==> src/rtl/ovl_fire_mon_pkg.sv <==
// Shared constants and helpers for the OVL fire monitor.
// Fire vector bit positions, a wide saturating add and a population count.
package ovl_fire_mon_pkg;

  localparam int FIRE_W       = 3;
  localparam int FAIL_BIT     = 0;
  localparam int XCHK_BIT     = 1;
  localparam int COVER_BIT    = 2;
  localparam int MAX_CHECKERS = 32;
  localparam int SAT_W        = 64;

  // Operands are zero-extended by the caller, so the sum cannot wrap for any legal CNT_W.
  function automatic logic [SAT_W-1:0] sat_add(input logic [SAT_W-1:0] a,
                                                input logic [SAT_W-1:0] b,
                                                input logic [SAT_W-1:0] max);
    logic [SAT_W-1:0] sum;
    sum = a + b;
    return (sum > max) ? max : sum;
  endfunction

  function automatic logic [5:0] popcount(input logic [MAX_CHECKERS-1:0] v);
    logic [5:0] n;
    n = '0;
    for (int i = 0; i < MAX_CHECKERS; i++) n = n + {5'd0, v[i]};
    return n;
  endfunction

endpackage

==> src/rtl/ovl_fire_fifo.sv <==
// Synchronous event FIFO with flush; head is read straight from the register array.
// A push while full is only written when the same cycle also pops.
module ovl_fire_fifo #(
  parameter int WIDTH = 8,
  parameter int DEPTH = 4
) (
  input  logic             clock,
  input  logic             reset,
  input  logic             flush,
  input  logic             push,
  input  logic [WIDTH-1:0] push_data,
  input  logic             pop,
  output logic [WIDTH-1:0] pop_data,
  output logic             full,
  output logic             empty
);

  localparam int AW = $clog2(DEPTH);

  logic [WIDTH-1:0] mem [DEPTH];
  logic [AW:0]      wr_ptr;
  logic [AW:0]      rd_ptr;
  logic             do_push;
  logic             do_pop;

  assign empty    = (wr_ptr == rd_ptr);
  assign full     = (wr_ptr[AW] != rd_ptr[AW]) && (wr_ptr[AW-1:0] == rd_ptr[AW-1:0]);
  assign do_pop   = pop && !empty;
  assign do_push  = push && (!full || do_pop);
  assign pop_data = mem[rd_ptr[AW-1:0]];

  always_ff @(posedge clock) begin
    if (reset || flush) begin
      wr_ptr <= '0;
      rd_ptr <= '0;
    end else begin
      if (do_push) wr_ptr <= wr_ptr + 1'b1;
      if (do_pop)  rd_ptr <= rd_ptr + 1'b1;
    end
  end

  // Storage carries no reset; validity is tracked purely by the pointers.
  always_ff @(posedge clock) begin
    if (do_push && !reset && !flush) mem[wr_ptr[AW-1:0]] <= push_data;
  end

endmodule

==> src/rtl/ovl_fire_monitor.sv <==
// Aggregates OVL checker fire vectors into sticky status, saturating counters and a timestamped event FIFO.
// Define OVL_FIRE_MON_COVER_EN to add cover_count / cover_seen; otherwise cover bits are ignored.
module ovl_fire_monitor
  import ovl_fire_mon_pkg::*;
#(
  parameter int NUM_CHECKERS = 4,
  parameter int CNT_W        = 16,
  parameter int TS_W         = 16,
  parameter int FIFO_DEPTH   = 4,
  parameter int ID_W         = 5
) (
  input  logic                           clock,
  input  logic                           reset,
  input  logic                           enable,
  input  logic                           clear,
  input  logic [NUM_CHECKERS*FIRE_W-1:0] fire_in,
  output logic                           any_fail,
  output logic                           first_fail_valid,
  output logic [ID_W-1:0]                first_fail_id,
  output logic [CNT_W-1:0]               fail_count,
  output logic [CNT_W-1:0]               xcheck_count,
  output logic                           evt_valid,
  input  logic                           evt_ready,
  output logic [TS_W+2*NUM_CHECKERS-1:0] evt_data,
  output logic                           evt_overflow,
`ifdef OVL_FIRE_MON_COVER_EN
  output logic [CNT_W-1:0]               cover_count,
  output logic [NUM_CHECKERS-1:0]        cover_seen,
`endif
  output logic [CNT_W-1:0]               drop_count
);

  localparam int              EVT_W   = TS_W + 2*NUM_CHECKERS;
  localparam logic [CNT_W-1:0] CNT_MAX = '1;

  typedef struct packed {
    logic [TS_W-1:0]         ts;
    logic [NUM_CHECKERS-1:0] xchk_mask;
    logic [NUM_CHECKERS-1:0] fail_mask;
  } evt_entry_t;

  logic [TS_W-1:0]         ts;
  logic [NUM_CHECKERS-1:0] fail_mask;
  logic [NUM_CHECKERS-1:0] xchk_mask;
  logic [NUM_CHECKERS-1:0] cover_mask;
  logic [ID_W-1:0]         first_idx;
  logic [5:0]              fail_pop;
  logic [5:0]              xchk_pop;
  logic [CNT_W-1:0]        fail_next;
  logic [CNT_W-1:0]        xchk_next;
  logic [CNT_W-1:0]        drop_next;
  logic                    sample;
  logic                    push;
  logic                    pop;
  logic                    drop;
  logic                    fifo_full;
  logic                    fifo_empty;
  evt_entry_t              push_entry;
  logic [EVT_W-1:0]        head;

  assign sample = enable && !clear;

  always_comb begin
    fail_mask  = '0;
    xchk_mask  = '0;
    cover_mask = '0;
    for (int k = 0; k < NUM_CHECKERS; k++) begin
      fail_mask[k]  = fire_in[k*FIRE_W + FAIL_BIT];
      xchk_mask[k]  = fire_in[k*FIRE_W + XCHK_BIT];
      cover_mask[k] = fire_in[k*FIRE_W + COVER_BIT];
    end
  end

  always_comb begin
    first_idx = '0;
    for (int k = NUM_CHECKERS-1; k >= 0; k--) begin
      if (fail_mask[k]) first_idx = ID_W'(k);
    end
  end

  assign fail_pop  = popcount(MAX_CHECKERS'(fail_mask));
  assign xchk_pop  = popcount(MAX_CHECKERS'(xchk_mask));
  assign fail_next = CNT_W'(sat_add(SAT_W'(fail_count), SAT_W'(fail_pop), SAT_W'(CNT_MAX)));
  assign xchk_next = CNT_W'(sat_add(SAT_W'(xcheck_count), SAT_W'(xchk_pop), SAT_W'(CNT_MAX)));
  assign drop_next = CNT_W'(sat_add(SAT_W'(drop_count), SAT_W'(1), SAT_W'(CNT_MAX)));

  assign push       = sample && ((|fail_mask) || (|xchk_mask));
  // A handshake coinciding with clear is discarded along with the flush.
  assign pop        = evt_valid && evt_ready && !clear;
  assign drop       = push && fifo_full && !pop;
  assign push_entry = '{ts: ts, xchk_mask: xchk_mask, fail_mask: fail_mask};

  always_ff @(posedge clock) begin
    if (reset) ts <= '0;
    else       ts <= ts + TS_W'(1);
  end

  always_ff @(posedge clock) begin
    if (reset || clear) begin
      any_fail         <= 1'b0;
      first_fail_valid <= 1'b0;
      first_fail_id    <= '0;
      fail_count       <= '0;
      xcheck_count     <= '0;
      evt_overflow     <= 1'b0;
      drop_count       <= '0;
    end else if (sample) begin
      fail_count   <= fail_next;
      xcheck_count <= xchk_next;
      if (|fail_mask) begin
        any_fail <= 1'b1;
        if (!first_fail_valid) begin
          first_fail_valid <= 1'b1;
          first_fail_id    <= first_idx;
        end
      end
      if (drop) begin
        evt_overflow <= 1'b1;
        drop_count   <= drop_next;
      end
    end
  end

`ifdef OVL_FIRE_MON_COVER_EN
  logic [5:0]       cover_pop;
  logic [CNT_W-1:0] cover_next;

  assign cover_pop  = popcount(MAX_CHECKERS'(cover_mask));
  assign cover_next = CNT_W'(sat_add(SAT_W'(cover_count), SAT_W'(cover_pop), SAT_W'(CNT_MAX)));

  always_ff @(posedge clock) begin
    if (reset || clear) begin
      cover_count <= '0;
      cover_seen  <= '0;
    end else if (sample) begin
      cover_count <= cover_next;
      cover_seen  <= cover_seen | cover_mask;
    end
  end
`else
  logic unused_cover;
  assign unused_cover = ^cover_mask;
`endif

  ovl_fire_fifo #(
    .WIDTH (EVT_W),
    .DEPTH (FIFO_DEPTH)
  ) u_fifo (
    .clock     (clock),
    .reset     (reset),
    .flush     (clear),
    .push      (push),
    .push_data (push_entry),
    .pop       (pop),
    .pop_data  (head),
    .full      (fifo_full),
    .empty     (fifo_empty)
  );

  assign evt_valid = !fifo_empty;
  // Masked so the bus reads zero after reset rather than stale storage.
  assign evt_data  = evt_valid ? head : '0;

endmodule
==> config.mk <==
export PLATFORM = sky130hd
export DESIGN_NAME = ovl_fire_monitor
export DESIGN_NICKNAME = d
export VERILOG_FILES = /design/src/rtl/ovl_fire_mon_pkg.sv /design/src/rtl/ovl_fire_fifo.sv /design/src/rtl/ovl_fire_monitor.sv
export SDC_FILE = /design/constraint.sdc
export NUM_CORES = 1
export LEC_CHECK = 0
export BUFFER_PORTS_ARGS = -buffer_cell sky130_fd_sc_hd__buf_4
export CAP_MARGIN = 20
export CORE_ASPECT_RATIO = 1.1
export CORE_MARGIN = 2
export CORE_UTILIZATION = 58
export DETAILED_ROUTE_END_ITERATION = 8
export PLACE_DENSITY = 0.77
export SLEW_MARGIN = 10
export SYNTH_ARGS = -nofsm -noshare
export SYNTH_HDL_FRONTEND = slang
export SYNTH_SLANG_ARGS = --single-unit
==> constraint.sdc <==
create_clock -name clock -period 3.2 [get_ports clock]
set_clock_uncertainty 0.1 [all_clocks]
set_input_delay 0.32 -clock clock [delete_from_list [all_inputs] [get_ports clock]]
set_output_delay 0.32 -clock clock [all_outputs]
set_load 0.005 [all_outputs]
## Word-level counts from Yosys, hierarchy flattened

Memory sizes are Yosys's and may differ from the RTL's. A register that Yosys moved wholly into a read port is not among the register bits.
Index checks and enable logic that the tools add are counted.

- Add/subtract/negate cells: 12
- Multipliers: 0
- Div/mod/pow operators: 0
- $lt $le $gt $ge: 3
- Eq/ne operators: 3
- Shift-type cells: 0
- Multiplexer cells: 12
- Bitwise logic cells: 1
- Reduce and logical (&&, ||, !) cells: 24

Operator list:

| operator | count |
|---|---|
| $gt A17 B16 Y1 const B | 3 |
| $mux W16 | 3 |
| $add A16 B4 Y17 | 2 |
| $mux W24 | 1 |
| $add A16 B1 Y17 const B | 1 |
| $add A16 B1 Y16 const B | 1 |
| $mux W5 | 3 |
| $logic_and A1 B1 Y1 | 11 |
| $add A3 B1 Y4 | 2 |
| $reduce_or A4 Y1 | 2 |
| $add A2 B1 Y3 | 2 |
| $add A3 B1 Y3 const B | 2 |
| $mux W2 | 3 |
| $logic_not A1 Y1 | 5 |
| $add A1 B1 Y2 | 2 |
| $reduce_and A2 Y1 | 2 |
| $eq A3 B3 Y1 | 1 |
| $logic_or A1 B1 Y1 | 3 |
| $reduce_and A3 Y1 | 1 |
| $eq A2 B2 Y1 | 1 |
| $mux W1 | 2 |
| $ne A1 B1 Y1 | 1 |
| $not A1 Y1 | 1 |

- Register bits after elaboration: 77
- Latch bits: 0
- Memory bits (writable): 96
- Memory bits (read-only): 0
- Bits of input ports: 17
- Output and inout port bits: 81
- Word-level logic and storage cells: 65
- Memories: 1

Memories:

| name | depth | width | read ports | clocked after Yosys merged registers in | write ports | line | RTL |
|---|---|---|---|---|---|---|---|
| u_fifo.mem | 4 | 24 | 1 | 1 | 1 | ovl_fire_fifo.sv:20 | `logic [WIDTH-1:0] mem [DEPTH];` |

## Depth between registers and ports, before layout

Gate-level depths: netlist of run 1.

- Depth in word-level cells: 11
- Mapped depth: 12
- Gate-level depth less buffers: 10

## Hierarchy

A second synthesis of run 1 with hierarchy kept.

- Cells, all modules: 610
- Area, all modules: 7606.0 um^2

Modules (own cells, without submodules):

| module | times used | cells each | area an instance (um^2) |
|---|---|---|---|
| ovl_fire_fifo | 1 | 189 | 3987.6 |
| ovl_fire_monitor | 1 | 421 | 3618.5 |

## Worst setup path after synthesis of run 1

Ideal clock, no wire load.

- Path kind: input-to-reg
- From: input fire_in[0]
- To: register fail_count[7]
- Data arrival time: 2.758 ns
- Path slack: 0.225 ns
- Cell stages on the path: 11
- Path buffers: 1
- Cells stage by stage: fa_1 inv_1 fa_1 inv_1 fa_1 and3_1 and4_1 buf_2 a41o_1 or3_1 o2111a_1

- Cells in the longest elaborated chain, start to end: 6

RTL lines:

| what | line | RTL |
|---|---|---|
| start: declaration | ovl_fire_monitor.sv:16 | `input logic [NUM_CHECKERS*FIRE_W-1:0] fire_in,` |
| $add A1 B1 Y2 (*) | ovl_fire_mon_pkg.sv:24 | `for (int i = 0; i < MAX_CHECKERS; i++) n = n + {5'd0, v[i]};` |
| $add A2 B1 Y3 (*) | ovl_fire_mon_pkg.sv:24 |  |
| $add A3 B1 Y4 (*) | ovl_fire_mon_pkg.sv:24 |  |
| $add A16 B4 Y17 (*) | ovl_fire_mon_pkg.sv:17 | `sum = a + b;` |
| $gt A17 B16 Y1 | ovl_fire_mon_pkg.sv:18 | `return (sum > max) ? max : sum;` |
| $mux W16 (*) | ovl_fire_mon_pkg.sv:18 |  |
| end signal: assignment | ovl_fire_monitor.sv:108 | `fail_count <= fail_next;` |
| end: declaration | ovl_fire_monitor.sv:20 | `output logic [CNT_W-1:0] fail_count,` |

Every way passes the cells marked *; elsewhere a longest branch is shown, timed or not.
A chain may end at the register's enable or synchronous reset.

## Worst setup path in the final report of run 1

- From: input fire_in[0]
- To: register fail_count[12]

The elaborated chain is that of the path after synthesis.

==> results.toml, run 1 <==
[clock_network]
clk_latency_ps = 420
cts_resized = 0
cts_buffer_depth = 2
path_clk_slew_ps = 60
cts_setup_buffers = 0
clockRootBuffer = "clkbuf_16"
hold_buffers = 0
cts_sinks = 172
htreeDepth = 4
cts_buffers = 17
cts_tree = "built"

[pwr]
power.internal_mw = 3.60
sequentialPowerShare = 0.516
vdd_drop_max_uv = 436
p_leak_nw = 3.35
power_switching_mw = 1.00
switching_share = 0.218
combPwrFrac = 0.051
powerDensity_nw_per_um2 = 513
p_clk_frac = 0.433

[detailed_routing]
drtIter0Drc = 423
drtAntennaViolNets = 0
drtPass1Iterations = 5
met1_length_mm = 6.63
drc = 0
route.vias.total = 5281
wl_met2_mm = 8.16
vias_per_cell = 6.08
dr_wl_met3_um = 791
totalWireLength_mm = 15.8
post_drt_wl_per_cell_um = 18.2
highest_layer = "met4"

[sta]
timing.final.crit_share = 0.854
min_period_ps = 2730
hold_viol = 0
rsz0062_at_grt = "false"
fmax_mhz = 366
tightestPinTransition_ps = 916
relSlewSlack = 0.389
slew_viol_final = 0
finalSetupTns_ps = 0
setup_ws_ps = 466
setup_violations = 0

[logic_synthesis]
ys_top_cells_by_area = "edfxtp_1 38%, dfxtp_1 20%, mux4_2 7.2%"
yosysUniqueCellTypes = 56
syn_avg_cell_area_sq_um = 12.5
syn_area_sq_um = 7510
postSynthCellCount = 603
synth_common_cells = "96 x edfxtp_1, 76 x dfxtp_1, 53 x nor2_1, 29 x and2_1"
synth_seq_cells = 172
yosysTopAreaCell = "edfxtp_1"
synth_flop_cell = "edfxtp_1"
synth_edf_count = 96
ys_warn_count = 0
yosysTopAreaCellShare = 0.384
seq_area_frac_synth = 0.586
yosysMostFrequentCell = "edfxtp_1"
async_flop_share = 0

[die]
core_sq_um = 12600
dieHeight_um = 123
pin_count = 98
initial_core_util = 0.594
die_area_sq_um = 13900
fp-row-count = 43
die_x_um = 113

[place]
dp.cells = 837
dpl.hpwl_mm = 10.3
place_ws_ps = 34.1
gp_congestion = 0.857
numPortBuffers = 90

[final_layout]
diodes = 0
syn_to_final_growth_pct = 19.2
multi_input_area_sq_um = 2880
fin_cells = 869
fillCellCount = 884
nets = 734
fin_util = 0.708
seq_area_sq_um = 4400
drive_gt1_frac = 0.253

[critical_path]
worstSetupEndpointType = "flop"
cp_common_cell = "fa_1"
path_max_fanout = 8
path_cells = "buf_4 > fa_1 > inv_1 > fa_1 > inv_1 > fa_1 > and3_1 > and4_1 > buf_4 > nand4_1 > or3_1 > a21oi_1"
startpoint_type = "input port"
slowest_delay_ps = 540
cp.required_ps = 3440
crit_type = "input port to flop"
crit_arrival_ps = 2980
path_delay_family = "adder cells"
critPathSlowestCell = "fa_1"
critical_path_buf_inv_count = 4

[global_routing]
grt_remaining_overflow = 0
grtUsageTotal = 0.234
grt_pass1_vias = 5152
grt_pass1_wl_mm = 25.3
antenna_found_initial = 0
grt_max_degree = 44

[outcome]
status = "completed"

[job]
drv_cap = 0

[hold_path]
hold_path_class = "input port to flop"
kinds of logic (layout without fill, tap and decap cells):
group           count (synthesis)  after routing  synth area share
xor+xnor                       21             21            0.0245
compound gates                102            102            0.0954
flops                         172            172             0.586
buf+inv                        57            164            0.0321
other cells                     1              3          0.000499
simple gates                  205            205             0.149
fa+ha+maj                      18             18            0.0360
mux                            27             27            0.0759
state kept, by name (all words and copies together), names as in the netlist, named ones only:
name and flops:
u_fifo.mem 96, drop_count 16, fail_count 16, ts 16, xcheck_count 16, u_fifo.rd_ptr 3, u_fifo.wr_ptr 3, first_fail_id 2
evt_overflow 1, first_fail_valid 1
per-layer routing:
layer / vias to the layer above / GRT usage
li1: 2461 / -
met4: 0 / 0.0869
met2: 160 / 0.410
met1: 2643 / 0.291
met5: - / 0
met3: 17 / 0.0441
cell usage in the layout (no fill, tap or decap), drive strengths merged, types with 17 or more instances in the layout:
| master | instances |
|---|---|
| nor3 | 23 |
| dfxtp | 76 |
| nor2 | 53 |
| clkbuf | 17 |
| and3 | 19 |
| nand3 | 24 |
| edfxtp | 96 |
| o21ai | 17 |
| and2 | 30 |
| mux4 | 24 |
| buf | 109 |
| a21oi | 24 |
| inv | 25 |
layout make-up:
type                            instances  area share
Clock buffer                           17      0.0475
Clock inverter                         15      0.0166
Inverter                               23     0.00964
Multi-Input combinational cell        376       0.321
Sequential cell                       172       0.492
Tap cell                              157      0.0219
Timing Repair Buffer                  109      0.0914
stage by stage:
step / instance area [sq um] / hold WS (ps) / total power [mW]
after floorplan: 7520 / 319 / 2.55
after global placement: 8380 / 369 / 2.64
after detailed placement: 8380 / 375 / 2.65
after CTS: 8950 / 14.4 / 4.63
after global routing: 8950 / 18.0 / 4.73
final: 8950 / 30.0 / 4.60
power by group through the flow:
| stage | sequential (mW) | clock [mW] | combinational (mW) |
|---|---|---|---|
| global route | 2.38 | 2.10 | 0.257 |
| detailed placement | 2.42 | 0 | 0.233 |
| CTS | 2.37 | 2.02 | 0.235 |
| floorplan | 2.41 | 0 | 0.135 |
| global placement | 2.42 | 0 | 0.223 |
| finish | 2.37 | 1.99 | 0.233 |
worst paths after layout:
path	from	endpoint	slack, ps	depth (start not counted)
max	fire_in[0]	fail_count[12]	470	12
min	fire_in[7]	u_fifo.mem[2][6]	30	1
max reg2reg	fail_count[0]	fail_count[12]	630	10
min reg2reg	evt_overflow	evt_overflow	380	2
No activity file was read; power rests on OpenSTA's default activity.
==> run 2, diff against run 1 <==
Settings changed: SYNTH_HIERARCHICAL set to 1.
==> results.toml, run 2 <==
[outcome]
status = "complete, but fails checks"
violations = "DRC"

[clock_network]
cts_buffers = 17
path_clk_slew_ps = 60
hold_buffers = 0
cts_buffer_depth = 2
cts_tree = "built"
cts_sinks = 172
clk_latency_ps = 430
clockRootBuffer = "clkbuf_16"
htreeDepth = 4
cts_resized = 0
cts_setup_buffers = 0

[logic_synthesis]
yosysTopAreaCell = "edfxtp_1"
ys_warn_count = 6
postSynthCellCount = 610
ys_top_cells_by_area = "edfxtp_1 38%, dfxtp_1 20%, mux4_2 7.1%"
synth_edf_count = 96
yosysUniqueCellTypes = 59
yosysTopAreaCellShare = 0.379
yosysMostFrequentCell = "edfxtp_1"
synth_common_cells = "96 x edfxtp_1, 76 x dfxtp_1, 40 x nor2_1, 34 x inv_1, 32 x nand2_1"
syn_avg_cell_area_sq_um = 12.5
synth_seq_cells = 172
async_flop_share = 0
syn_area_sq_um = 7610
synth_flop_cell = "edfxtp_1"
seq_area_frac_synth = 0.579

[detailed_routing]
drtIter0Drc = 230
drc = 5
post_drt_wl_per_cell_um = 17.4
route.vias.total = 5114
drtAntennaViolNets = 0
vias_per_cell = 5.84
totalWireLength_mm = 15.2
drtPass1Iterations = 6

[critical_path]
r2r-end = "xcheck_count[13]"
worstSetupEndpointType = "flop"
reg2reg_depth = 10
path_max_fanout = 7
crit_type = "input port to flop"
r2r_slack_ps = 560
startpoint_type = "input port"
reg2reg_from = "xcheck_count[0]"
cp.required_ps = 3440
crit_arrival_ps = 2990

[job]
drv_cap = 0

[pwr]
powerDensity_nw_per_um2 = 518
power_switching_mw = 0.973
power.internal_mw = 3.73
p_leak_nw = 3.31
switching_share = 0.207
p_clk_frac = 0.458
sequentialPowerShare = 0.502
vdd_drop_max_uv = 413
combPwrFrac = 0.040

[die]
core_sq_um = 12700
die_x_um = 113
pin_count = 98
initial_core_util = 0.599
dieHeight_um = 124
die_area_sq_um = 14000
fp-row-count = 43

[final_layout]
drive_gt1_frac = 0.246
final_common_cell = "buf_4"
nets = 742
diodes = 0
syn_to_final_growth_pct = 19.4
layout_common_cells = "105 x buf_4, 96 x edfxtp_1, 76 x dfxtp_1"
largest_register_ffs = 96

[global_routing]
grtUsageTotal = 0.226
grt_pass1_vias = 5012
grt_remaining_overflow = 0
antenna_found_initial = 0
grt_pass1_wl_mm = 24.4
grt_max_degree = 40

[sta]
setup_ws_ps = 450
min_period_ps = 2750
relSlewSlack = 0.359
timing.final.crit_share = 0.859
fmax_mhz = 364
slew_viol_final = 0
whs_ps = 23.1
tightestPinTransition_ps = 958
rsz0062_at_grt = "false"
setup_violations = 0
hold_viol = 0

[place]
gp_congestion = 0.834
place_ws_ps = 48.8
dpl.hpwl_mm = 9.90
numPortBuffers = 90

[hold_path]
hold_depth = 1
hp-start = "fire_in[4]"
worst_hold_path.endpoint = "u_fifo/mem[3][5]"
hold_path_class = "input port to flop"
[run 2: logic make-up after synthesis]
kind of cell	synth area share
AND/OR/NAND/NOR	0.142
adder cells (fa/ha/maj)	0.0355
AO/OA/AOI/OAI	0.0864
other	0.000493
flip-flops	0.579
multiplexers	0.0842
XOR/XNOR	0.0357
buffers and inverters	0.0368
[run 2: per-layer routing]
layer  up-vias  GRT usage  share of wire
li1       2447          -              -
met1      2465      0.275           0.40
met2       176      0.393           0.52
met3        26     0.0491          0.057
met4         0     0.0983          0.022
met5         -          0              0
[run 2: layout make-up]
class                   instances  area [sq um]
flip-flops and latches        172          4400
fillers                       835          3610
multi-input cells             377          2950
repair buffers                105           788
clock buffers                  19           433
well taps                     157           196
clock inverters                12           188
inverters                      34           128
[run 2: worst max-delay path, stage by stage]
cell and delay [ps]:
buf_4 140, fa_1 530, inv_1 50, fa_1 380, inv_1 90, fa_1 230
and4_1 310, nand2_2 130, o21ai_0 280, buf_4 180, o21ai_0 100, a211oi_1 260
[run 2: worst max-delay path by stage]
stage	startpoint	to	slack (ps)
after floorplan	u_fifo/wr_ptr[1]	u_fifo/mem[0][0]	-330
after global placement	fire_in[1]	xcheck_count[13]	150
after detailed placement	fire_in[1]	xcheck_count[9]	50
after CTS	fire_in[1]	xcheck_count[13]	460
after global routing	fire_in[1]	xcheck_count[13]	290
final	fire_in[1]	xcheck_count[13]	450
[run 2: stage by stage]
| step | power (mW) | TNS [ps] | instance area [sq um] | utilization | std cells |
|---|---|---|---|---|---|
| final | 4.70 | 0 | 9080 | 0.715 | 876 |
| after global routing | 4.84 | 0 | 9080 | 0.715 | 876 |
| after CTS | 4.73 | 0 | 9080 | 0.715 | 876 |
| after detailed placement | 2.60 | 0 | 8460 | 0.667 | 845 |
| after global placement | 2.59 | 0 | 8460 | 0.667 | 845 |
| after floorplan | 2.51 | -23610 | 7610 | - | 612 |
[run 2: power groups by stage]
stage	sequential (mW)	clock, mW	combinational (mW)
3_5_place_dp	2.41	0	0.187
6_report	2.36	2.15	0.187
2_1_floorplan	2.40	0	0.109
5_1_grt	2.36	2.26	0.208
4_1_cts	2.36	2.18	0.190
3_3_place_gp	2.41	0	0.179
==> run 3, diff against run 2 <==
==> constraint.sdc (replaced) <==
create_clock -name clock -period 3.2 [get_ports clock]
set_clock_uncertainty 0.1 [all_clocks]
set_input_delay 0.48 -clock clock [delete_from_list [all_inputs] [get_ports clock]]
set_output_delay 0.48 -clock clock [all_outputs]
set_load 0.005 [all_outputs]
==> results.toml, run 3 (synthesis results as in run 2) <==
[clock_network]
cts_resized = 0
cts_buffer_depth = 2
cts_sinks = 172
cts_setup_buffers = 0
clockRootBuffer = "clkbuf_16"
hold_buffers = 0
htreeDepth = 4
cts_tree = "built"
path_clk_slew_ps = 60
cts_buffers = 17
clk_latency_ps = 420

[critical_path]
r2r_slack_ps = 390
path_delay_family = "simple AND/OR/NAND/NOR gates"
critPathCapture = "drop_count[9]"
cp-startpoint = "u_fifo/wr_ptr[1]"
slowest_delay_ps = 700
critical_path_buf_inv_count = 1
crit_type = "flop to flop"
reg2reg_depth = 8
crit_cells = 8
reg2reg_from = "u_fifo/wr_ptr[1]"
worstSetupEndpointType = "flop"
cp.required_ps = 3430
startpoint_type = "flop"
path_cells = "xnor2_1 > nand3_1 > inv_1 > nor3b_1 > nand2b_1 > nor2_2 > a41oi_1 > a311oi_1"
critPathSlowestCell = "nor2_2"
path_max_fanout = 25
crit_arrival_ps = 3030
r2r-end = "drop_count[9]"

[final_layout]
fillCellCount = 856
diodes = 0
nets = 742
fin_area_sq_um = 9070
layout_common_cells = "105 x buf_4, 96 x edfxtp_1, 76 x dfxtp_1"
syn_to_final_growth_pct = 19.3
largest_register_ffs = 96
fin_util = 0.714
drive_gt1_frac = 0.247
final_common_cell = "buf_4"

[global_routing]
grt_max_degree = 40
grtUsageTotal = 0.234
antenna_found_initial = 0
grt_pass1_vias = 5085
grt_pass1_wl_mm = 25.4
grt_remaining_overflow = 0

[sta]
min_period_ps = 2810
fmax_mhz = 356
hold_viol = 0
relSlewSlack = 0.344
timing.final.crit_share = 0.877
setup_violations = 0
rsz0062_at_grt = "false"
finalSetupTns_ps = 0
tightestPinTransition_ps = 980
setup_ws_ps = 393
slew_viol_final = 0

[detailed_routing]
drtPass1Iterations = 7
totalWireLength_mm = 15.8
route.vias.total = 5175
drtAntennaViolNets = 0
post_drt_wl_per_cell_um = 18.1
vias_per_cell = 5.90
drc = 5
drtIter0Drc = 239

[hold_path]
hold_depth = 1
hold_path_class = "input port to flop"
hp-start = "fire_in[1]"

[pwr]
combPwrFrac = 0.041
vdd_drop_max_uv = 329
power_switching_mw = 0.977
powerDensity_nw_per_um2 = 513
power.internal_mw = 3.68
switching_share = 0.210
p_clk_frac = 0.452
p_leak_nw = 3.30
sequentialPowerShare = 0.507

[place]
gp_congestion = 0.821
place_ws_ps = 40.2
dpl.hpwl_mm = 10.0
postPlaceCellArea_sq_um = 8460
numPortBuffers = 90

[die]
die_x_um = 113
fp-row-count = 43
initial_core_util = 0.599
core_sq_um = 12700
dieHeight_um = 124
pin_count = 98
die_area_sq_um = 14000

[job]
drv_cap = 0

[outcome]
status = "complete, but fails checks"
violations = "DRC"
-- run 3: power groups by stage --
stage / Clock, mW / Sequential, mW / Combinational (mW)
after global routing: 2.21 / 2.36 / 0.212
after global placement: 0 / 2.41 / 0.180
after detailed placement: 0 / 2.41 / 0.188
after floorplan: 0 / 2.40 / 0.109
after CTS: 2.13 / 2.36 / 0.191
final: 2.10 / 2.36 / 0.189
-- run 3: how the worst min path moves through the flow --
stage / endpoint / slack (ps)
floorplan: ts[0] / 360
finish: u_fifo/mem[0][4] / 190
CTS: u_fifo/mem[0][4] / 170
global route: u_fifo/mem[1][4] / 180
global placement: evt_overflow / 360
detailed placement: evt_overflow / 370
-- run 3: worst reg2reg max path, stage by stage, from the launching register on --
cell and delay, ps:
dfxtp_1 380, xnor2_1 380, nand3_1 150, inv_1 130, nor3b_1 110, nand2b_1 220
nor2_2 700, a41oi_1 260, a311oi_1 290
-- run 3: cell type report --
type                    instances  area, sq um  share of cell area
flip-flops and latches        172         4400               0.486
multi-input cells             377         2950               0.325
inverters                      34          128              0.0141
well taps                     157          196              0.0217
repair buffers                105          788              0.0869
clock inverters                12          161              0.0178
clock buffers                  20          447              0.0492
-- run 3: per-layer routing --
layer,wire (um),GRT usage,vias up,share of wire
met5,0,0,-,0
met4,320,0.106,0,0.020
met3,818,0.0487,27,0.052
met2,8080,0.397,173,0.51
met1,6620,0.292,2534,0.42
li1,-,-,2441,-
-- run 3: per-stage QoR --
stage | std cells | power, mW | hold WS [ps]
global placement | 845 | 2.59 | 357
global route | 877 | 4.78 | 176
finish | 877 | 4.65 | 188
floorplan | 612 | 2.51 | 361
CTS | 877 | 4.69 | 175
detailed placement | 845 | 2.60 | 371
